==> src/rtl/nsa_pkg.sv <==
// Shared definitions for the nibble-serial add/subtract engine.
package nsa_pkg;

  // Width of the shared adder slice
  localparam int unsigned NIBBLE_W = 4;

  // Control FSM encoding
  typedef enum logic [1:0] {
    ST_IDLE = 2'd0,
    ST_RUN  = 2'd1,
    ST_DONE = 2'd2
  } state_t;

endpackage : nsa_pkg

==> src/rtl/FA_4bit_df.sv <==
// 4-bit dataflow adder slice: {Cout, s} = a + b + Cin.
module FA_4bit_df (
  output logic [3:0] s,
  output logic       Cout,
  input  logic [3:0] a,
  input  logic [3:0] b,
  input  logic       Cin
);

  // Single ripple sum with the carry taken from the fifth bit
  assign {Cout, s} = 5'(a) + 5'(b) + 5'(Cin);

endmodule : FA_4bit_df

==> src/rtl/nibble_serial_adder.sv <==
// Multi-word add/subtract engine streaming operands through one 4-bit slice,
// least-significant nibble first, with a registered inter-nibble carry.
module nibble_serial_adder
  import nsa_pkg::*;
#(
  parameter int unsigned WIDTH = 16
) (
  input  logic             clk,
  input  logic             rst_n,
  input  logic             in_valid,
  output logic             in_ready,
  input  logic [WIDTH-1:0] in_a,
  input  logic [WIDTH-1:0] in_b,
  input  logic             in_cin,
  input  logic             in_sub,
  output logic             out_valid,
  input  logic             out_ready,
  output logic [WIDTH-1:0] out_sum,
  output logic             out_cout,
  output logic             out_ovf
);

  localparam int unsigned NIB  = WIDTH / NIBBLE_W;
  localparam int unsigned CNTW = (NIB > 1) ? $clog2(NIB) : 1;
  // Partial result: the nibbles completed before the last one
  localparam int unsigned RW   = WIDTH - NIBBLE_W;

  state_t              state;
  state_t              state_nxt;
  logic [WIDTH-1:0]    a_sh;
  logic [WIDTH-1:0]    b_sh;
  logic [RW-1:0]       sum_sh;
  logic                carry;
  logic [CNTW-1:0]     cnt;
  logic                last_c;

  logic [NIBBLE_W-1:0] slice_a;
  logic [NIBBLE_W-1:0] slice_b;
  logic [NIBBLE_W-1:0] slice_s;
  logic                slice_cout;

  // Slice hookup: always the low nibble of the operand shifters
  assign slice_a = a_sh[NIBBLE_W-1:0];
  assign slice_b = b_sh[NIBBLE_W-1:0];
  assign last_c  = (cnt == CNTW'(NIB - 1));

  FA_4bit_df u_slice (
    .s    (slice_s),
    .Cout (slice_cout),
    .a    (slice_a),
    .b    (slice_b),
    .Cin  (carry)
  );

  // Next-state logic
  always_comb begin
    state_nxt = state;
    case (state)
      ST_IDLE: if (in_valid)  state_nxt = ST_RUN;
      ST_RUN:  if (last_c)    state_nxt = ST_DONE;
      ST_DONE: if (out_ready) state_nxt = ST_IDLE;
      default:                state_nxt = ST_IDLE;
    endcase
  end

  // State register plus registered handshake flags decoded from the next state
  always_ff @(posedge clk or negedge rst_n) begin
    if (!rst_n) begin
      state     <= ST_IDLE;
      in_ready  <= 1'b1;
      out_valid <= 1'b0;
    end else begin
      state     <= state_nxt;
      in_ready  <= (state_nxt == ST_IDLE);
      out_valid <= (state_nxt == ST_DONE);
    end
  end

  // Operand shifters, carry, nibble counter and result registers
  always_ff @(posedge clk or negedge rst_n) begin
    if (!rst_n) begin
      a_sh     <= '0;
      b_sh     <= '0;
      sum_sh   <= '0;
      carry    <= 1'b0;
      cnt      <= '0;
      out_sum  <= '0;
      out_cout <= 1'b0;
      out_ovf  <= 1'b0;
    end else begin
      case (state)
        ST_IDLE: begin
          if (in_valid && in_ready) begin
            a_sh  <= in_a;
            b_sh  <= in_sub ? ~in_b : in_b;
            carry <= in_sub ? 1'b1 : in_cin;
            cnt   <= '0;
          end
        end
        ST_RUN: begin
          sum_sh <= RW'({slice_s, sum_sh} >> NIBBLE_W);
          a_sh   <= a_sh >> NIBBLE_W;
          b_sh   <= b_sh >> NIBBLE_W;
          carry  <= slice_cout;
          cnt    <= cnt + CNTW'(1);
          // Last nibble completes the word and fixes the flags
          if (last_c) begin
            out_sum  <= {slice_s, sum_sh};
            out_cout <= slice_cout;
            out_ovf  <= (slice_a[NIBBLE_W-1] == slice_b[NIBBLE_W-1]) &&
                        (slice_s[NIBBLE_W-1] != slice_a[NIBBLE_W-1]);
          end
        end
        default: ;
      endcase
    end
  end

endmodule : nibble_serial_adder

==> config.mk <==
export PLATFORM = sky130hd
export DESIGN_NAME = nibble_serial_adder
export DESIGN_NICKNAME = d
export VERILOG_FILES = /design/src/rtl/nsa_pkg.sv /design/src/rtl/FA_4bit_df.sv /design/src/rtl/nibble_serial_adder.sv
export SDC_FILE = /design/constraint.sdc
export NUM_CORES = 1
export LEC_CHECK = 0
export CORE_UTILIZATION = 62
export DETAILED_ROUTE_END_ITERATION = 7
export DONT_BUFFER_PORTS = 1
export GPL_TIMING_DRIVEN = 0
export PLACE_DENSITY_LB_ADDON = 0.12
export SETUP_SLACK_MARGIN = 0.3
export SLEW_MARGIN = 20
export SYNTH_ARGS = -nofsm -noshare
export SYNTH_HDL_FRONTEND = slang
export SYNTH_SLANG_ARGS = --single-unit
==> constraint.sdc <==
create_clock -name clk -period 2.2 [get_ports clk]
set_clock_uncertainty 0.1 [all_clocks]
set_input_delay 0.44 -clock clk [delete_from_list [all_inputs] [get_ports clk]]
set_output_delay 0.44 -clock clk [all_outputs]
set_load 0.005 [all_outputs]
==> results of run 1 <==
[power groups by stage]
stage	Combinational [mW]	Sequential [mW]	Clock, mW
5_1_grt	2.38	2.28	0.950
2_1_floorplan	1.69	2.12	0
4_1_cts	2.12	2.22	0.908
3_5_place_dp	2.08	2.24	0
6_report	2.10	2.21	0.890
3_3_place_gp	1.99	2.22	0
[cell families after synthesis]
kind of cell	Yosys count
AOI/OAI and AO/OA	54
buffers and inverters	36
muxes	13
xor gates and xnor gates	19
and+or+nand+nor	72
DFF	69
adders and majority gates	6
[routing by layer]
layer / wire (um) / vias up / global-route usage [%] / part of all wire (%)
met2: 2900 / 62 / 41.3 / 50
met5: 0 / - / 0 / 0
met3: 285 / 14 / 6.33 / 4.9
met4: 151 / 0 / 13.1 / 2.6
li1: - / 946 / - / -
met1: 2520 / 1028 / 32.1 / 43
[state kept, by name, indices dropped and copies added, names as in the netlist, 2 cells and up]
register  count
a_sh         16
out_sum      16
state         2
sum_sh       12
b_sh         16
cnt           2
[worst min-delay path by stage]
stage / startpoint / endpoint / slack (ns) / cells past startpoint
2_1_floorplan: rst_n / a_sh[0]$_DFFE_PN0P_ / 0.04 / 0
3_3_place_gp: rst_n / out_sum[11]$_DFFE_PN0P_ / 0.05 / 0
6_report: rst_n / sum_sh[11]$_DFFE_PN0P_ / -0.31 / 0
3_5_place_dp: rst_n / out_sum[10]$_DFFE_PN0P_ / 0.05 / 0
4_1_cts: rst_n / b_sh[15]$_DFFE_PN0P_ / -0.32 / 0
5_1_grt: rst_n / a_sh[5]$_DFFE_PN0P_ / -0.32 / 0
[synth_stat cells]
master | n | area [um^2]
dfrtp_1 | 68 | 1700
nand2_1 | 41 | 154
nor2_1 | 23 | 86.3
inv_1 | 19 | 71.3
o21ai_0 | 13 | 65.1
xor2_1 | 13 | 114
a222oi_1 | 12 | 120
o22ai_1 | 12 | 75.1
buf_2 | 6 | 30.0
buf_6 | 6 | 67.6
mux2_2 | 6 | 67.6
mux2_4 | 6 | 90.1
xnor2_1 | 6 | 52.6
a21oi_1 | 5 | 25.0
a22o_1 | 5 | 43.8
clkbuf_1 | 5 | 18.8
o31ai_1 | 5 | 37.5
ha_1 | 4 | 50.1
fa_1 | 2 | 40.0
nand2b_1 | 2 | 12.5
a21o_1 | 1 | 7.51
dfstp_2 | 1 | 26.3
mux2i_1 | 1 | 10.0
nand2_4 | 1 | 11.3
nand3b_1 | 1 | 7.51
nor2b_2 | 1 | 8.76
nor3_2 | 1 | 10.0
o221ai_1 | 1 | 8.76
or2_1 | 1 | 6.26
or3_1 | 1 | 6.26
[layout make-up]
type                    count  area, um^2
flip-flops and latches     69        1730
fillers                   371        1440
multi-input cells         164        1110
clock buffers              12         155
plain buffers              17         116
well taps                  67        83.8
inverters                  19        71.3
clock inverters             2        10.0
[cells in the final DEF (no fill, tap or decap), types with 2 or more instances in the layout]
| cell | Yosys | final |
|---|---|---|
| nand2_1 | 41 | 41 |
| mux2_2 | 6 | 6 |
| inv_1 | 19 | 19 |
| dfrtp_1 | 68 | 68 |
| clkbuf_8 | 0 | 11 |
| o21ai_0 | 13 | 13 |
| a222oi_1 | 12 | 12 |
| xor2_1 | 13 | 13 |
| buf_2 | 6 | 6 |
| a22o_1 | 5 | 5 |
| buf_6 | 6 | 6 |
| nor2_1 | 23 | 23 |
| mux2_4 | 6 | 6 |
| nand2b_1 | 2 | 2 |
| o31ai_1 | 5 | 5 |
| clkbuf_1 | 5 | 6 |
| ha_1 | 4 | 4 |
| a21oi_1 | 5 | 5 |
| clkinv_2 | 0 | 2 |
| fa_2 | 0 | 2 |
| o22ai_1 | 12 | 12 |
| xnor2_1 | 6 | 6 |
[per-stage QoR]
| step | util (%) | hold slack (ns) | cell area (um^2) | instances |
|---|---|---|---|---|
| 2_1_floorplan | - | 0.0444 | 3030 | 269 |
| 3_3_place_gp | 65.8 | 0.0460 | 3110 | 336 |
| 3_5_place_dp | 65.8 | 0.0458 | 3110 | 336 |
| 4_1_cts | 69.3 | -0.321 | 3270 | 350 |
| 5_1_grt | 69.4 | -0.319 | 3280 | 350 |
| 6_report | 69.4 | -0.307 | 3280 | 350 |
[timing repair]
action / in CTS / in global routing
setup endpoints to repair: 0 / 2
hold endpoints to repair: 69 / 69
resized for setup: 0 / 2
==> reports/qor.yml, run 1 <==
status: "complete, but fails checks"
violations: "negative hold slack"
syn-num-nets: 313
cp-startpoint: "in_ready$_DFF_PN1_"
avgViaCountPerCell: 5.86
reg2reg_to: "carry$_DFFE_PN0P_"
yosysSeqAreaShare_pct: 57.1
p_switching_mw: 1.96
synth_cell_type_count: 30
r2r_setup_slack_ns: 0.41
synthCells: 269
cp.depth: 5
worstMarginPinSlew_ns: 0.503
crit_fanout: 10
worst_setup_path_end_kind: "flop"
antenna_found_initial: 0
maxCapViolations: 0
clock-root-buffer: "clkbuf_8"
period_needed_ns: 1.79
path_clk_slew_ns: 0.07
critPathMaxStageDelay_ns: 0.56
num_rows: 25
cts.sinks: 69
first_pass_iters: 5
yosysWarnings: 0
critPathKind: "flop to flop"
track_usage_pct: 25.5
fp.dieArea_mm2: 0.00516
seqPwrFrac_pct: 42.6
ioPinCount: 58
die_y_um: 71.9
cts_max_path_buffers: 2
grt_max_degree: 70
path_buf_inv: 1
coreArea_mm2: 0.00472
grt_first_pass_wirelength_mm: 9.75
cts_setup_buffers: 0
arrival_ns: 1.95
cp-endpoint: "carry$_DFFE_PN0P_"
finalHoldViolCount: 69
yosys_register_bits: 69
start_kind: "flop"
power_density_mw_per_mm2: 1580
path_cells: "nand2_1 > nor3_2 > buf_2 > o21ai_0 > o221ai_1"
area_growth_syn_to_layout_pct: 8.40
cp_slowest_cell: "dfstp_2"
ant_nets: 0
fmax_ghz: 0.558
fin_crit_sh_pct: 81.5
p_total_mw: 5.20
netlist_area_mm2: 0.00303
ir_drop_v: 0.00102
crit_family: "flip-flops"
wl_per_cell_um: 16.7
wirelength_mm: 5.85
fin_ws_ns: 0.406
synth_xor_area_share_pct: 5.50
grt_pass1_vias: 2023
synth_compound_area_share_pct: 12.7
pwr-share-comb_pct: 40.3
slew_violations: 0
io_buffers: 0
synth_top_family_by_area: "compound AO/OA/AOI/OAI gates"
dpl_worst_slack_ns: 0.322
r2r_start: "in_ready$_DFF_PN1_"
synth.area.mux_share_pct: 5.54
syn_area_per_cell_um2: 11.2
synth-simple-area-share_pct: 10.0
leakage_nw: 1.63
finalSetupViolations: 0
first_iter_violations: 178
place.gp.congestion: 0.739
rsz0062_at_grt: "false"
synth_adder_area_share_pct: 2.98
fin_nets: 324
hold_path_class: "input port to async pin"
hold_ws_ns: -0.307
worstPathRequired_ns: 2.35
drc_errors: 0
rr_worst_depth: 5
numCtsBuffers: 9
drive_gt1_share_pct: 15.2
slew_headroom_pct: 66.3
clkLatencyLatePin_ns: 0.34
hpwl_mm: 3.96
start_util_pct: 64.1
grt.overflow.total: 0
die_w_um: 71.9
fin_tns_setup_ns: 0
swShare_pct: 37.7
power.share.clock_pct: 17.1
h-tree-depth: 3
cts_tree: "done"
internal_power_mw: 3.24
antenna_cells: 0
vias: 2050
Power figures use the tool's default switching activity.
==> inputs of run 2 (changes only) <==
Settings changed: ABC_AREA set to 1.
Clock period 2.2 ns to 1.7 ns, I/O delays scaled along.
==> reports/qor.yml, run 2 <==
wl_per_cell_um: 15.1  # was 16.7 um
cts_max_path_buffers: 2  # unchanged
fin_ws_ns: -0.0155  # was 0.406 ns
met2WireLength_mm: 3.42  # was 2.90 mm
worst_setup_path_end_kind: "flop"  # unchanged
vias: 2352  # was 2050
io_buffers: 0  # unchanged
synth_cell_type_count: 30  # unchanged
track_usage_pct: 26.4  # was 25.5%
fin_crit_sh_pct: 101  # was 81.5%
syn_area_per_cell_um2: 9.08  # was 11.2 um^2
p_total_mw: 8.09  # was 5.20 mW
yosysSeqAreaShare_pct: 56.0  # was 57.1%
wl_met3_um: 321  # was 285 um
r2r_start: "carry$_DFFE_PN0P_"  # was in_ready$_DFF_PN1_
leakage_nw: 1.74  # was 1.63 nW
synth_edf_count: 0  # unchanged
finalHoldViolCount: 69  # unchanged
wirelength_mm: 6.54  # was 5.85 mm
yosys_register_bits: 69  # unchanged
synth_area_leaders: "dfrtp_1 55%, nand2_1 13%, nor2_1 4.4%"  # was dfrtp_1 56%, nand2_1 5.1%, a222oi_1 4.0%
syn-num-nets: 384  # was 313
cp-startpoint: "carry$_DFFE_PN0P_"  # was in_ready$_DFF_PN1_
coreArea_mm2: 0.00475  # was 0.00472 mm^2
grt.overflow.total: 0  # unchanged
synth.most_common_cell: "nand2_1"  # was dfrtp_1
critPathMaxStageDelay_ns: 0.39  # was 0.56 ns
reg2reg_to: "sum_sh[10]$_DFFE_PN0P_"  # was carry$_DFFE_PN0P_
clkLatencyLatePin_ns: 0.34  # about the same
power_density_mw_per_mm2: 2170  # was 1580 mW/mm^2
cts_tree: "done"  # unchanged
num_rows: 25  # unchanged
ir_drop_v: 0.00116  # was 0.00102 V
cp_slowest_cell: "fa_2"  # was dfstp_2
violations: "negative hold slack, negative setup slack"  # was negative hold slack
worstMarginPinSlew_ns: 0.298  # was 0.503 ns
status: "complete, but fails checks"  # unchanged
fmax_ghz: 0.583  # was 0.558 GHz
ant_nets: 0  # unchanged
cp_common_cell: "fa_2"
start_util_pct: 64.9  # was 64.1%
hpwl_mm: 4.19  # was 3.96 mm
hold_ws_ns: -0.405  # was -0.307 ns
clock-root-buffer: "clkbuf_8"  # unchanged
synth_ff_type: "dfrtp_1"  # unchanged
top_regs: "a_sh (16), b_sh (16), out_sum (16)"  # unchanged
ys_async_sr_fraction_pct: 100  # unchanged
cts.sinks: 69  # unchanged
multiInputGateArea_mm2: 0.00135  # was 0.00111 mm^2
synthCells: 340  # was 269
critPathKind: "flop to flop"  # unchanged
grt_first_pass_wirelength_mm: 10.3  # was 9.75 mm
layout_commonest_cell: "nand2_1"  # was dfrtp_1
path_buf_inv: 1  # unchanged
final_area_mm2: 0.00372  # was 0.00328 mm^2
antenna_found_initial: 0  # unchanged
yosysWarnings: 0  # unchanged
maxCapViolations: 0  # unchanged
h-tree-depth: 3  # unchanged
rsz0062_at_grt: "true"  # was false
mostFrequentLayoutCells: "99 x nand2_1, 67 x dfrtp_1, 28 x nor2_1"  # was 68 x dfrtp_1, 41 x nand2_1, 23 x nor2_1
crit_family: "adder cells"  # was flip-flops
dpl_worst_slack_ns: 0.0102  # was 0.322 ns
synth_top_area_share_pct: 55.1  # was 56.2%
avgViaCountPerCell: 5.42  # was 5.86
final_util_pct: 78.3  # was 69.4%
path_cells: "inv_2 > fa_2 > fa_2 > xnor2_2 > nand2_1 > o21ai_1"  # was nand2_1 > nor3_2 > buf_2 > o21ai_0 > o221ai_1
fp.dieArea_mm2: 0.00526  # was 0.00516 mm^2
arrival_ns: 1.84  # was 1.95 ns
place.gp.congestion: 0.770  # was 0.739
path_clk_slew_ns: 0.06  # was 0.07 ns
grt_pass1_vias: 2331  # was 2023
rr_worst_depth: 6  # was 5
r2r_setup_slack_ns: -0.02  # was 0.41 ns
area_growth_syn_to_layout_pct: 20.7  # was 8.40%
antenna_cells: 0  # unchanged
worstPathRequired_ns: 1.82  # was 2.35 ns
grt_max_degree: 70  # unchanged
die_y_um: 72.6  # was 71.9 um
period_needed_ns: 1.72  # was 1.79 ns
cp-endpoint: "sum_sh[10]$_DFFE_PN0P_"  # was carry$_DFFE_PN0P_
finalSetupViolations: 2  # was 0
cts_hold_buffers: 1
first_pass_iters: 4  # was 5
numCtsBuffers: 9  # unchanged
slew_violations: 0  # unchanged
final-seq-area_mm2: 0.00173  # about the same
hold_path_class: "input port to async pin"  # unchanged
crit_fanout: 2  # was 10
die_w_um: 72.6  # was 71.9 um
drt-met1-wl_mm: 2.71  # was 2.52 mm
fin_nets: 406  # was 324
ioPinCount: 58  # unchanged
first_iter_violations: 99  # was 178
cp.depth: 6  # was 5
drive_gt1_share_pct: 24.8  # was 15.2%
highest_layer: "met4"  # unchanged
slew_headroom_pct: 80.0  # was 66.3%
drc_errors: 0  # unchanged
synth_common_cells: "104 x nand2_1, 68 x dfrtp_1, 36 x nor2_1"  # was 68 x dfrtp_1, 41 x nand2_1, 23 x nor2_1
netlist_area_mm2: 0.00309  # was 0.00303 mm^2
post_dp_cell_area_mm2: 0.00318  # was 0.00311 mm^2
start_kind: "flop"  # unchanged
synth_top_area_cell: "dfrtp_1"  # unchanged
fillers: 325  # was 371
==> run 2: changes by cell type after synthesis, sizes merged, moves of 5 or more <==
| cell | before | now |
|---|---|---|
| nand2 | 42 | 107 |
| nor2 | 23 | 38 |
| o21ai | 13 | 28 |
| a222oi | 12 | 0 |
| mux2 | 12 | 0 |
| o211ai | 0 | 12 |
| o22ai | 12 | 1 |
| xor2 | 13 | 2 |
| nor3 | 1 | 11 |
| nand3 | 0 | 7 |
| a22o | 5 | 0 |
| xnor2 | 6 | 11 |
==> run 2: repair_timing <==
item / CTS / global route
resized for setup: 12 / 69
setup endpoints to repair: 11 / 59
gates cloned: 1 / 1
buffers inserted: 5 / 3
endpoints found under the hold margin: 70 / 69
pin swaps: 5 / 18
==> run 2: layout make-up <==
type / count / share of cell area [%]
inverter: 21 / 2.59
multi-input combinational: 234 / 36.3
clock inverter: 1 / 0.134
clock buffer: 15 / 4.47
tap: 67 / 2.25
buffer: 16 / 4.03
sequential: 69 / 46.4
timing repair buffer: 11 / 3.80
==> run 2: metal layers <==
| layer | up-vias | global-route usage [%] |
|---|---|---|
| li1 | 1135 | - |
| met1 | 1146 | 32.6 |
| met2 | 62 | 45.4 |
| met3 | 9 | 4.31 |
| met4 | 0 | 12.4 |
| met5 | - | 0 |
==> run 2: logic make-up (layout without fill, tap and decap cells) <==
family / after synthesis / in the layout / share of synthesized area [%]
AND/OR/NAND/NOR: 165 / 165 / 22.1
flip-flops: 69 / 69 / 56.0
AO/OA/AOI/OAI: 50 / 50 / 9.28
buffers and inverters: 37 / 64 / 6.04
XOR/XNOR: 13 / 13 / 3.69
adder cells (fa/ha/maj): 6 / 6 / 2.92
==> run 2: worst min-delay path by stage <==
stage,from,cells after the start,end
final,rst_n,0,out_sum[4]$_DFFE_PN0P_
after global routing,rst_n,0,out_sum[4]$_DFFE_PN0P_
after CTS,rst_n,0,b_sh[6]$_DFFE_PN0P_
after detailed placement,rst_n,0,out_sum[4]$_DFFE_PN0P_
after global placement,rst_n,0,out_valid$_DFF_PN0_
after floorplan,rst_n,0,a_sh[0]$_DFFE_PN0P_
==> run 2: stage by stage <==
| step | TNS, ns | std cells | hold slack (ns) |
|---|---|---|---|
| 2_1_floorplan | 0 | 340 | -0.0556 |
| 3_3_place_gp | 0 | 407 | -0.0542 |
| 3_5_place_dp | 0 | 407 | -0.0542 |
| 4_1_cts | 0 | 430 | -0.417 |
| 5_1_grt | -0.180 | 434 | -0.419 |
| 6_report | -0.0243 | 434 | -0.405 |
==> run 2: power breakdown <==
part / switching [mW] / internal, mW
Sequential: 0.525 / 2.41
Clock: 0.552 / 0.610
Combinational: 2.17 / 1.82
Total: 3.25 / 4.84
==> inputs of run 3 (changes only) <==
Settings changed: BUFFER_PORTS_ARGS set to -buffer_cell sky130_fd_sc_hd__buf_2, CORE_UTILIZATION 62 to 55, DONT_BUFFER_PORTS 1 to not set, MAX_ROUTING_LAYER set to met4.
==> reports/qor.yml, run 3 (same netlist as run 2, synthesis figures left out) <==
antenna_found_initial: 0  # unchanged
ant_nets: 0  # unchanged
cp.depth: 6  # unchanged
fin_crit_sh_pct: 98.7  # was 101%
worstPathRequired_ns: 1.83  # was 1.82 ns
ir_drop_v: 0.000894  # was 0.00116 V
final_area_mm2: 0.00396  # was 0.00372 mm^2
cp_common_cell: "fa_2"  # unchanged
area_growth_syn_to_layout_pct: 28.3  # was 20.7%
finalHoldViolCount: 0  # was 69
place.gp.congestion: 0.802  # was 0.770
hold_ws_ns: 0.0845  # was -0.405 ns
clock-root-buffer: "clkbuf_8"  # unchanged
vias: 2527  # was 2352
coreArea_mm2: 0.00527  # was 0.00475 mm^2
final_util_pct: 75.2  # was 78.3%
cts.sinks: 69  # unchanged
hpwl_mm: 4.49  # was 4.19 mm
antenna_cells: 0  # unchanged
path_clk_slew_ns: 0.07  # was 0.06 ns
grt_pass1_vias: 2482  # was 2331
clkLatencyLatePin_ns: 0.34  # about the same
track_usage_pct: 25.6  # was 26.4%
h-tree-depth: 3  # unchanged
avgViaCountPerCell: 5.15  # was 5.42
status: "completed"  # was complete, but fails checks
cts_max_path_buffers: 2  # unchanged
grt.overflow.total: 0  # unchanged
first_pass_iters: 5  # was 4
wirelength_mm: 6.61  # was 6.54 mm
die_y_um: 76.9  # was 72.6 um
crit_family: "adder cells"  # unchanged
slew_headroom_pct: 75.3  # was 80.0%
first_iter_violations: 117  # was 99
ioPinCount: 58  # unchanged
io_buffers: 57  # was 0
start_util_pct: 58.6  # was 64.9%
die_w_um: 76.9  # was 72.6 um
fin_nets: 460  # was 406
leakage_nw: 1.98  # was 1.74 nW
finalSetupViolations: 0  # was 2
drive_gt1_share_pct: 32.1  # was 24.8%
power_density_mw_per_mm2: 2010  # was 2170 mW/mm^2
num_rows: 26  # was 25
crit_fanout: 2  # unchanged
drc_errors: 0  # unchanged
grt_max_degree: 46  # was 70
path_cells: "inv_2 > fa_2 > fa_2 > xnor2_2 > nand2_1 > o21ai_1"  # unchanged
grt_first_pass_wirelength_mm: 11.3  # was 10.3 mm
period_needed_ns: 1.68  # was 1.72 ns
cp_slowest_cell: "fa_2"  # unchanged
holdPathStages: 2
rsz0062_at_grt: "true"  # unchanged
arrival_ns: 1.81  # was 1.84 ns
cts_tree: "done"  # unchanged
layout_commonest_cell: "nand2_1"  # unchanged
top_regs: "a_sh (16), b_sh (16), out_sum (16)"  # unchanged
worst_setup_path_end_kind: "flop"  # unchanged
rr_worst_depth: 6  # unchanged
start_kind: "flop"  # unchanged
fmax_ghz: 0.596  # was 0.583 GHz
path_buf_inv: 1  # unchanged
dpl_worst_slack_ns: -0.00366  # was 0.0102 ns
critPathMaxStageDelay_ns: 0.39  # about the same
fp.dieArea_mm2: 0.00592  # was 0.00526 mm^2
post_dp_cell_area_mm2: 0.00350  # was 0.00318 mm^2
fin_ws_ns: 0.0215  # was -0.0155 ns
fin_tns_setup_ns: 0  # was -0.0243 ns
wl_per_cell_um: 13.5  # was 15.1 um
maxCapViolations: 0  # unchanged
numCtsBuffers: 9  # unchanged
mostFrequentLayoutCells: "101 x nand2_1, 68 x dfrtp_1, 58 x buf_2"  # was 99 x nand2_1, 67 x dfrtp_1, 28 x nor2_1
critPathKind: "flop to flop"  # unchanged
hold_path_class: "input port to flop"  # was input port to async pin
worstMarginPinSlew_ns: 0.370  # was 0.298 ns
slew_violations: 0  # unchanged
## run 3: final timing paths
| check | end | slack (ns) | startpoint |
|---|---|---|---|
| min reg2reg | out_sum[0]$_DFFE_PN0P_ | 0.37 | out_sum[0]$_DFFE_PN0P_ |
| min | out_valid$_DFF_PN0_ | 0.08 | out_ready |
| max reg2reg | sum_sh[10]$_DFFE_PN0P_ | 0.02 | carry$_DFFE_PN0P_ |
| min in group asynchronous | out_valid$_DFF_PN0_ | 0.34 | rst_n |
| max | sum_sh[10]$_DFFE_PN0P_ | 0.02 | carry$_DFFE_PN0P_ |
| max in group asynchronous | b_sh[6]$_DFFE_PN0P_ | 0.63 | rst_n |
## run 3: layout make-up
type	count	area (um^2)
Sequential cell	69	1730
Multi-Input combinational cell	234	1330
Fill cell	404	1310
Timing Repair Buffer	65	415
Buffer	16	146
Clock buffer	11	131
Inverter	21	95.1
Tap cell	70	87.6
Clock inverter	5	27.5
## run 3: routing by layer
metal,track usage [%],part of all wire (%)
met5,-,0
met4,10.4,2.3
met3,4.40,4.7
met2,41.3,50
met1,31.9,43
## run 3: timing repair
item,CTS,global route
pin swaps,3,13
hold buffers,1,0
endpoints found under the setup margin,10,45
resized for setup,8,58
cloned,0,2
endpoints found under the hold margin,23,0
buffers inserted,2,2
## run 3: worst register-to-register path: stages (launching register included)
cell     delay, ns
dfrtp_1       0.37
inv_2         0.05
fa_2          0.40
fa_2          0.39
xnor2_2       0.15
nand2_1       0.06
o21ai_1       0.06
## run 3: power by group
group / internal [mW] / switching, mW / leakage [nW]
Combinational: 1.81 / 2.20 / 1.03
Clock: 0.519 / 0.594 / 0.0829
Sequential: 2.40 / 0.453 / 0.864
Total: 4.73 / 3.24 / 1.98
## run 3: through the flow
stage,instances,total power [mW]
floorplan,340,5.05
finish,491,7.98
CTS,487,7.25
detailed placement,468,6.00
global placement,467,5.85
global route,491,8.64
